## src/rtl/dbuf_pkg.sv

```systemverilog
// Shared types and sizing helpers for the ping-pong row buffer.
package dbuf_pkg;

    typedef enum logic [1:0] {
        BANK_EMPTY    = 2'd0,
        BANK_FILLING  = 2'd1,
        BANK_FULL     = 2'd2,
        BANK_DRAINING = 2'd3
    } bank_state_e;

    localparam int unsigned DEF_DATA_WIDTH  = 8;
    localparam int unsigned DEF_MATRIX_SIZE = 3;

    typedef logic [DEF_DATA_WIDTH*DEF_MATRIX_SIZE-1:0] row_t;

    // Row address width; never below one bit so tiny depths still elaborate.
    function automatic int unsigned ptr_width(input int unsigned depth);
        return (depth < 2) ? 1 : $clog2(depth);
    endfunction

    // Row count width, wide enough to hold the value DEPTH itself.
    function automatic int unsigned count_width(input int unsigned depth);
        return $clog2(depth + 1);
    endfunction

endpackage

```

## src/rtl/dbuf_bank.sv

```systemverilog
// One bank of row storage: synchronous write port, combinational read port.
module dbuf_bank
    import dbuf_pkg::*;
#(
    parameter int DEPTH = 4,
    parameter int ROW_W = 24,
    parameter int PW    = ptr_width(DEPTH)
) (
    input  logic             clk,
    input  logic             wr_en,
    input  logic [PW-1:0]    wr_addr,
    input  logic [ROW_W-1:0] wr_data,
    input  logic [PW-1:0]    rd_addr,
    output logic [ROW_W-1:0] rd_data
);

    // Contents are deliberately unreset; validity is tracked by the bank state.
    logic [ROW_W-1:0] mem_q [DEPTH];

    always_ff @(posedge clk) begin
        if (wr_en) begin
            mem_q[wr_addr] <= wr_data;
        end
    end

    assign rd_data = mem_q[rd_addr];

endmodule

```

## src/rtl/double_buffer_stream.sv

```systemverilog
// Ping-pong row buffer with valid/ready on both sides and automatic bank swap.
// Define DOUBLE_BUFFER_REPLAY_EN to let the consumer re-stream a batch via rd_replay.
module double_buffer_stream
    import dbuf_pkg::*;
#(
    parameter int DATA_WIDTH  = 8,
    parameter int MATRIX_SIZE = 3,
    parameter int DEPTH       = 4
) (
    input  logic                              clk,
    input  logic                              rst_n,
    input  logic                              wr_valid,
    output logic                              wr_ready,
    input  logic                              wr_last,
    input  logic [DATA_WIDTH*MATRIX_SIZE-1:0] wr_data_flat,
    output logic                              rd_valid,
    input  logic                              rd_ready,
    output logic                              rd_last,
    input  logic                              rd_replay,
    output logic [DATA_WIDTH*MATRIX_SIZE-1:0] rd_data_flat,
    output logic                              drain_sel,
    output logic [$clog2(DEPTH+1)-1:0]        fill_count
);

    localparam int ROW_W = DATA_WIDTH * MATRIX_SIZE;
    localparam int PW    = ptr_width(DEPTH);
    localparam int CW    = count_width(DEPTH);

    bank_state_e      state_q [2];
    bank_state_e      state_d [2];
    logic [CW-1:0]    len_q [2];
    logic [CW-1:0]    len_d [2];
    logic             drain_sel_q, drain_sel_d;
    logic [PW-1:0]    rd_ptr_q, rd_ptr_d;
    logic [CW-1:0]    fill_count_q, fill_count_d;

    logic             fill_sel;
    logic             wr_fire;
    logic             rd_fire;
    logic             close_batch;
    logic             replay_take;
    logic             rd_valid_int;
    logic             rd_last_int;
    logic [PW-1:0]    wr_ptr;
    logic [ROW_W-1:0] bank_rd [2];

`ifdef DOUBLE_BUFFER_REPLAY_EN
    assign replay_take = rd_replay;
`else
    assign replay_take = rd_replay & 1'b0;
`endif

    assign fill_sel     = ~drain_sel_q;
    assign wr_ptr       = fill_count_q[PW-1:0];
    assign wr_ready     = (state_q[fill_sel] != BANK_FULL);
    assign rd_valid_int = (state_q[drain_sel_q] == BANK_DRAINING);
    assign rd_last_int  = rd_valid_int && (CW'(rd_ptr_q) == (len_q[drain_sel_q] - CW'(1)));
    assign wr_fire      = wr_valid && wr_ready;
    assign rd_fire      = rd_valid_int && rd_ready;
    assign close_batch  = (fill_count_q == CW'(DEPTH - 1)) || wr_last;

    always_comb begin
        state_d      = state_q;
        len_d        = len_q;
        drain_sel_d  = drain_sel_q;
        rd_ptr_d     = rd_ptr_q;
        fill_count_d = fill_count_q;

        if (wr_fire) begin
            fill_count_d = fill_count_q + CW'(1);
            if (close_batch) begin
                state_d[fill_sel] = BANK_FULL;
                len_d[fill_sel]   = fill_count_q + CW'(1);
            end else begin
                state_d[fill_sel] = BANK_FILLING;
            end
        end

        if (rd_fire) begin
            if (rd_last_int) begin
                rd_ptr_d = '0;
                if (!replay_take) begin
                    state_d[drain_sel_q] = BANK_EMPTY;
                end
            end else begin
                rd_ptr_d = rd_ptr_q + PW'(1);
            end
        end

        // Swap looks at next-state so a same-edge close/release leaves no bubble.
        if (state_d[fill_sel] == BANK_FULL && state_d[drain_sel_q] == BANK_EMPTY) begin
            state_d[fill_sel] = BANK_DRAINING;
            drain_sel_d       = fill_sel;
            rd_ptr_d          = '0;
            fill_count_d      = '0;
        end
    end

    always_ff @(posedge clk or negedge rst_n) begin
        if (!rst_n) begin
            for (int b = 0; b < 2; b++) begin
                state_q[b] <= BANK_EMPTY;
                len_q[b]   <= '0;
            end
            drain_sel_q  <= 1'b0;
            rd_ptr_q     <= '0;
            fill_count_q <= '0;
        end else begin
            state_q      <= state_d;
            len_q        <= len_d;
            drain_sel_q  <= drain_sel_d;
            rd_ptr_q     <= rd_ptr_d;
            fill_count_q <= fill_count_d;
        end
    end

    genvar gi;
    generate
        for (gi = 0; gi < 2; gi++) begin : g_bank
            dbuf_bank #(
                .DEPTH (DEPTH),
                .ROW_W (ROW_W),
                .PW    (PW)
            ) u_bank (
                .clk     (clk),
                .wr_en   (wr_fire && (fill_sel == 1'(gi))),
                .wr_addr (wr_ptr),
                .wr_data (wr_data_flat),
                .rd_addr (rd_ptr_q),
                .rd_data (bank_rd[gi])
            );
        end
    endgenerate

    assign rd_valid     = rd_valid_int;
    assign rd_last      = rd_last_int;
    assign rd_data_flat = rd_valid_int ? bank_rd[drain_sel_q] : '0;
    assign drain_sel    = drain_sel_q;
    assign fill_count   = fill_count_q;

endmodule

```

## config.mk

```make
export PLATFORM = sky130hd
export DESIGN_NAME = double_buffer_stream
export DESIGN_NICKNAME = d
export VERILOG_FILES = /design/src/rtl/dbuf_pkg.sv /design/src/rtl/dbuf_bank.sv /design/src/rtl/double_buffer_stream.sv
export SDC_FILE = /design/constraint.sdc
export NUM_CORES = 1
export LEC_CHECK = 0
export CAP_MARGIN = 20
export CORE_UTILIZATION = 40
export CTS_BUF_LIST = sky130_fd_sc_hd__clkbuf_8
export DETAILED_ROUTE_END_ITERATION = 8
export GPL_ROUTABILITY_DRIVEN = 0
export HOLD_SLACK_MARGIN = 0.03
export PLACE_DENSITY = 0.67
export SLEW_MARGIN = 20
export SYNTH_ARGS = -nofsm -noshare
export SYNTH_HDL_FRONTEND = slang
export SYNTH_SLANG_ARGS = --single-unit
```

## constraint.sdc

```tcl
create_clock -name clk -period 3.8 [get_ports clk]
set_input_delay 0.76 -clock clk [delete_from_list [all_inputs] [get_ports clk]]
set_output_delay 0.76 -clock clk [all_outputs]
set_load 0.05 [all_outputs]
```

==> impl_metrics.prom, run 1 <==
# TYPE chip_impl_metric gauge
chip_impl_info{name="synth_most_common_cell",value="sky130_fd_sc_hd__edfxtp_1"} 1
chip_impl_info{name="endpoint_kind",value="output port"} 1
chip_impl_metric{name="grt-ovfl-total",unit=""} 0
chip_impl_metric{name="finalHoldViolCount",unit=""} 0
chip_impl_metric{name="worst_r2r_path_depth",unit=""} 6
chip_impl_info{name="critical_path.reg2reg.startpoint",value="drain_sel$_DFFE_PN0P_"} 1
chip_impl_info{name="timing.critical_path.cells",value="buf_4 > mux4_2 > mux2i_1 > nor2_1 > clkdlybuf4s50_1"} 1
chip_impl_info{name="setup_repair_after_global_routing_missed_its_margin",value="false"} 1
chip_impl_info{name="worstSetupStartpointType",value="flop"} 1
chip_impl_metric{name="postSynthCellCount",unit=""} 425
chip_impl_metric{name="setup_viol",unit=""} 0
chip_impl_info{name="root_buffer",value="sky130_fd_sc_hd__clkbuf_8"} 1
chip_impl_metric{name="total_die_area",unit="um^2"} 21500
chip_impl_metric{name="clock-sinks",unit=""} 208
chip_impl_metric{name="cell_area_after_technology_mapping",unit="um^2"} 8370
chip_impl_metric{name="p_int",unit="uW"} 4960
chip_impl_metric{name="worstMarginPinSlew",unit="ps"} 758
chip_impl_metric{name="areaGrowthSynthToFinish",unit="%"} 21.0
chip_impl_metric{name="synth_simple_gate_area_share",unit=""} 0.0429
chip_impl_info{name="synth.largest_area_cell",value="sky130_fd_sc_hd__edfxtp_1"} 1
chip_impl_metric{name="timing.hold.worst_path_depth",unit=""} 1
chip_impl_metric{name="grt_start_max_net_pins",unit=""} 27
chip_impl_metric{name="grt_pass1_vias",unit=""} 4629
chip_impl_metric{name="clk-insertion-delay-late",unit="ps"} 510
chip_impl_metric{name="timing.fmax",unit="GHz"} 0.279
chip_impl_metric{name="timing.final.crit_share",unit=""} 0.944
chip_impl_metric{name="relSlewSlack",unit=""} 0.493
chip_impl_metric{name="critical_path_peak_fanout",unit=""} 20
chip_impl_metric{name="power.net_switching",unit="uW"} 2570
chip_impl_metric{name="globalRouteTotalUtil",unit=""} 0.162
chip_impl_metric{name="final-max-slew-violation-count",unit=""} 0
chip_impl_metric{name="synth_adder_area_share",unit=""} 0.00897
chip_impl_metric{name="routed_wirelength",unit="um"} 16500
chip_impl_metric{name="antenna_cells_inserted",unit=""} 0
chip_impl_info{name="cts_tree",value="done"} 1
chip_impl_metric{name="post-route-drc-count",unit=""} 0
chip_impl_metric{name="cts.reportedPaths.clkPinSlew",unit="ps"} 60
chip_impl_metric{name="power.static_leakage",unit="uW"} 0.00334
chip_impl_metric{name="final_net_count",unit=""} 561
chip_impl_metric{name="crit_buf_inv",unit=""} 2
chip_impl_metric{name="area_fraction_in_compound_gates_after_synthesis",unit=""} 0.0238
chip_impl_metric{name="drv_cap",unit=""} 0
chip_impl_metric{name="totalNegativeSetupSlack",unit="ps"} 0
chip_impl_metric{name="clock_path_buffers",unit=""} 3
chip_impl_info{name="critPathSlowestCell",value="sky130_fd_sc_hd__clkdlybuf4s50_1"} 1
chip_impl_metric{name="synth-async-reset-ratio",unit=""} 0.0769
chip_impl_metric{name="power_density",unit="nW/um^2"} 744
chip_impl_info{name="synthFlopType",value="sky130_fd_sc_hd__edfxtp_1"} 1
chip_impl_info{name="main_combinational_cell_family_by_area_after_synthesis",value="multiplexers"} 1
chip_impl_metric{name="grt_antenna_before_repair",unit=""} 0
chip_impl_metric{name="seqPwrFrac",unit=""} 0.403
chip_impl_metric{name="critPathRequiredTime",unit="ps"} 3040
chip_impl_metric{name="rrSetupSlack",unit="ps"} 1300
chip_impl_metric{name="yosysSeqAreaShare",unit=""} 0.737
chip_impl_metric{name="yosysUniqueCellTypes",unit=""} 41
chip_impl_metric{name="cts_buffers",unit=""} 34
chip_impl_metric{name="yosysWarnings",unit=""} 0
chip_impl_info{name="critical_path_class",value="flop to output port"} 1
chip_impl_metric{name="synthXorXnorAreaFrac",unit=""} 0.00419
chip_impl_info{name="timing.hold.worst.class",value="flop to flop"} 1
chip_impl_metric{name="ios",unit=""} 61
chip_impl_metric{name="share_clk_of_total_power",unit=""} 0.233
chip_impl_metric{name="routed_via_density",unit=""} 5.19
chip_impl_metric{name="synth_edf_count",unit=""} 192
chip_impl_metric{name="fp-row-count",unit=""} 52
chip_impl_metric{name="design.core.area",unit="um^2"} 20400
chip_impl_info{name="rr_endpoint",value="fill_count[0]$_DFFE_PN0P_"} 1
chip_impl_metric{name="htreeDepth",unit=""} 2
chip_impl_metric{name="grt_pass1_wl",unit="um"} 25900
chip_impl_metric{name="synth.avg_cell_area",unit="um^2"} 19.7
chip_impl_metric{name="combinationalPowerShare",unit=""} 0.364
chip_impl_info{name="synth_top_cells_by_count",value="sky130_fd_sc_hd__edfxtp_1, sky130_fd_sc_hd__mux4_2, sky130_fd_sc_hd__nor2_1"} 1
chip_impl_metric{name="drt-wirelength-per-cell",unit="um"} 20.2
chip_impl_metric{name="die-width",unit="um"} 147
chip_impl_metric{name="fp.dieH",unit="um"} 147
chip_impl_metric{name="dpl.cell_count",unit=""} 751
chip_impl_metric{name="post_layout_nonfiller_instances",unit=""} 817
chip_impl_info{name="worstHoldStart",value="len_q[1]$_DFFE_PN0P_"} 1
chip_impl_metric{name="synth.net_count",unit=""} 461
chip_impl_metric{name="number_of_drc_markers_after_the_initial_detailed_route_iteration",unit=""} 222
chip_impl_metric{name="synth_top_area_share",unit=""} 0.689
chip_impl_metric{name="io_buffer_count",unit=""} 59
chip_impl_metric{name="swShare",unit=""} 0.342
chip_impl_metric{name="drtAntennaViolNets",unit=""} 0
chip_impl_metric{name="skew",unit="ps"} 31.3
chip_impl_metric{name="crit_path_arrival_time",unit="ps"} 2830
chip_impl_metric{name="vias",unit=""} 4244
chip_impl_metric{name="share_of_cells_above_drive_strength_1",unit=""} 0.245
chip_impl_info{name="timing.critical_path.max_delay_family",value="buffers and inverters"} 1
chip_impl_metric{name="place_hpwl",unit="um"} 9560
chip_impl_info{name="hold_path_end",value="len_q[1]$_DFFE_PN0P_"} 1
chip_impl_metric{name="synth.mux.area_fraction",unit=""} 0.170
chip_impl_info{name="cp-startpoint",value="rd_ptr_q[1]$_DFFE_PN0P_"} 1
chip_impl_info{name="run_status",value="finished, final reports clean"} 1
chip_impl_metric{name="ir_drop",unit="mV"} 0.279
chip_impl_info{name="synthTopCellsByArea",value="sky130_fd_sc_hd__edfxtp_1, sky130_fd_sc_hd__mux4_2, sky130_fd_sc_hd__dfrtp_1, sky130_fd_sc_hd__mux2i_1, sky130_fd_sc_hd__nor2_1"} 1
chip_impl_metric{name="flop_and_latch_count_out_of_synthesis",unit=""} 208
chip_impl_metric{name="drt_first_pass_iters",unit=""} 4
chip_impl_metric{name="timing.final.crit_period",unit="ps"} 3590
chip_impl_metric{name="critPathMaxStageDelay",unit="ps"} 720
chip_impl_metric{name="initial_utilization",unit=""} 0.411
[placed cells by master, fill, tap and decap left out, types with 4 or more instances in the layout]
cell,netlist,final
sky130_fd_sc_hd__nand2_1,7,7
sky130_fd_sc_hd__clkbuf_8,0,39
sky130_fd_sc_hd__o21ai_0,5,5
sky130_fd_sc_hd__clkinv_2,0,4
sky130_fd_sc_hd__dfrtp_1,16,13
sky130_fd_sc_hd__mux4_2,48,48
sky130_fd_sc_hd__clkinv_1,0,5
sky130_fd_sc_hd__a21oi_1,9,9
sky130_fd_sc_hd__mux2_2,4,4
sky130_fd_sc_hd__clkdlybuf4s50_1,0,58
sky130_fd_sc_hd__inv_1,5,14
sky130_fd_sc_hd__edfxtp_1,192,192
sky130_fd_sc_hd__ha_1,6,6
sky130_fd_sc_hd__buf_12,0,6
sky130_fd_sc_hd__mux2i_1,25,25
sky130_fd_sc_hd__buf_4,0,19
sky130_fd_sc_hd__and2_1,9,9
sky130_fd_sc_hd__nor2_1,35,34
[state kept, by name (all words and copies together) (netlist names)]
signal / cells
len_q: 6
state_q: 4
fill_count: 3
drain_sel: 1
g_bank.u_bank.mem_q: 192
rd_ptr_q: 2
[worst max-delay path by stage]
| stage | cells past startpoint | slack (ps) | end |
|---|---|---|---|
| after floorplan | 7 | 300 | rd_last |
| after global placement | 5 | 440 | rd_data_flat[13] |
| after detailed placement | 5 | 430 | rd_data_flat[13] |
| after CTS | 5 | 40 | rd_data_flat[13] |
| after global routing | 5 | 80 | rd_data_flat[21] |
| final | 5 | 210 | rd_data_flat[21] |
[per-stage QoR]
| step | hold slack, ps | instance area (um^2) | setup slack (ps) | total power, uW | util |
|---|---|---|---|---|---|
| floorplan | 464 | 8380 | 295 | 4920 | - |
| global placement | 495 | 9400 | 442 | 5670 | 0.462 |
| detailed placement | 500 | 9400 | 434 | 5740 | 0.462 |
| CTS | 514 | 10000 | 35.3 | 7540 | 0.493 |
| global route | 540 | 10100 | 81.2 | 7900 | 0.497 |
| finish | 512 | 10100 | 215 | 7530 | 0.497 |
[power by group through the flow]
stage | Combinational [uW] | Sequential [uW] | Clock [uW]
floorplan | 1860 | 3050 | 0
global placement | 2550 | 3130 | 0
global route | 2940 | 3070 | 1890
detailed placement | 2580 | 3160 | 0
finish | 2740 | 3040 | 1760
CTS | 2650 | 3080 | 1810
[layer usage]
metal	track usage	share of wire	vias to the layer above	routed length (um)
met5	0	0	-	0
met2	0.275	0.51	106	8440
met4	0.0578	0.018	0	301
li1	-	-	1909	-
met3	0.0450	0.063	23	1040
met1	0.198	0.41	2206	6760
[final cells by class]
cell class	count	area (um^2)
clock buffer	39	537
multi-input combinational	192	2110
timing repair buffer	84	871
sequential	208	6170
fill	1628	10200
inverter	5	18.8
tap	270	338
clock inverter	19	80.1
[cells by family (layout without fill, tap and decap cells)]
logic type | after synthesis | after routing
simple gates | 72 | 72
flops | 208 | 208
buf+inv | 25 | 147
compound gates | 31 | 31
xor+xnor | 4 | 4
mux | 79 | 79
fa+ha+maj | 6 | 6
[what timing repair did]
action / in CTS / in global routing
pin swaps: 0 / 0
setup endpoints to repair: 13 / 2
buffers inserted: 1 / 7
hold buffers: 0 / 0
resized for setup: 0 / 1
Power figures use the tool's default switching activity.
==> run 2, diff against run 1 <==
--- a/config.mk
+++ b/config.mk
@@ -5,6 +5,7 @@
 export SDC_FILE = /design/constraint.sdc
 export NUM_CORES = 1
 export LEC_CHECK = 0
+export ABC_CLOCK_PERIOD_IN_PS = 3800
 export CAP_MARGIN = 20
 export CORE_UTILIZATION = 40
 export CTS_BUF_LIST = sky130_fd_sc_hd__clkbuf_8
@@ -12,7 +13,7 @@
 export GPL_ROUTABILITY_DRIVEN = 0
 export HOLD_SLACK_MARGIN = 0.03
 export PLACE_DENSITY = 0.67
-export SLEW_MARGIN = 20
 export SYNTH_ARGS = -nofsm -noshare
 export SYNTH_HDL_FRONTEND = slang
 export SYNTH_SLANG_ARGS = --single-unit
+export TNS_END_PERCENT = 30
==> results of run 2 <==
Final layout, timing and power as in run 1 (identical DEF).
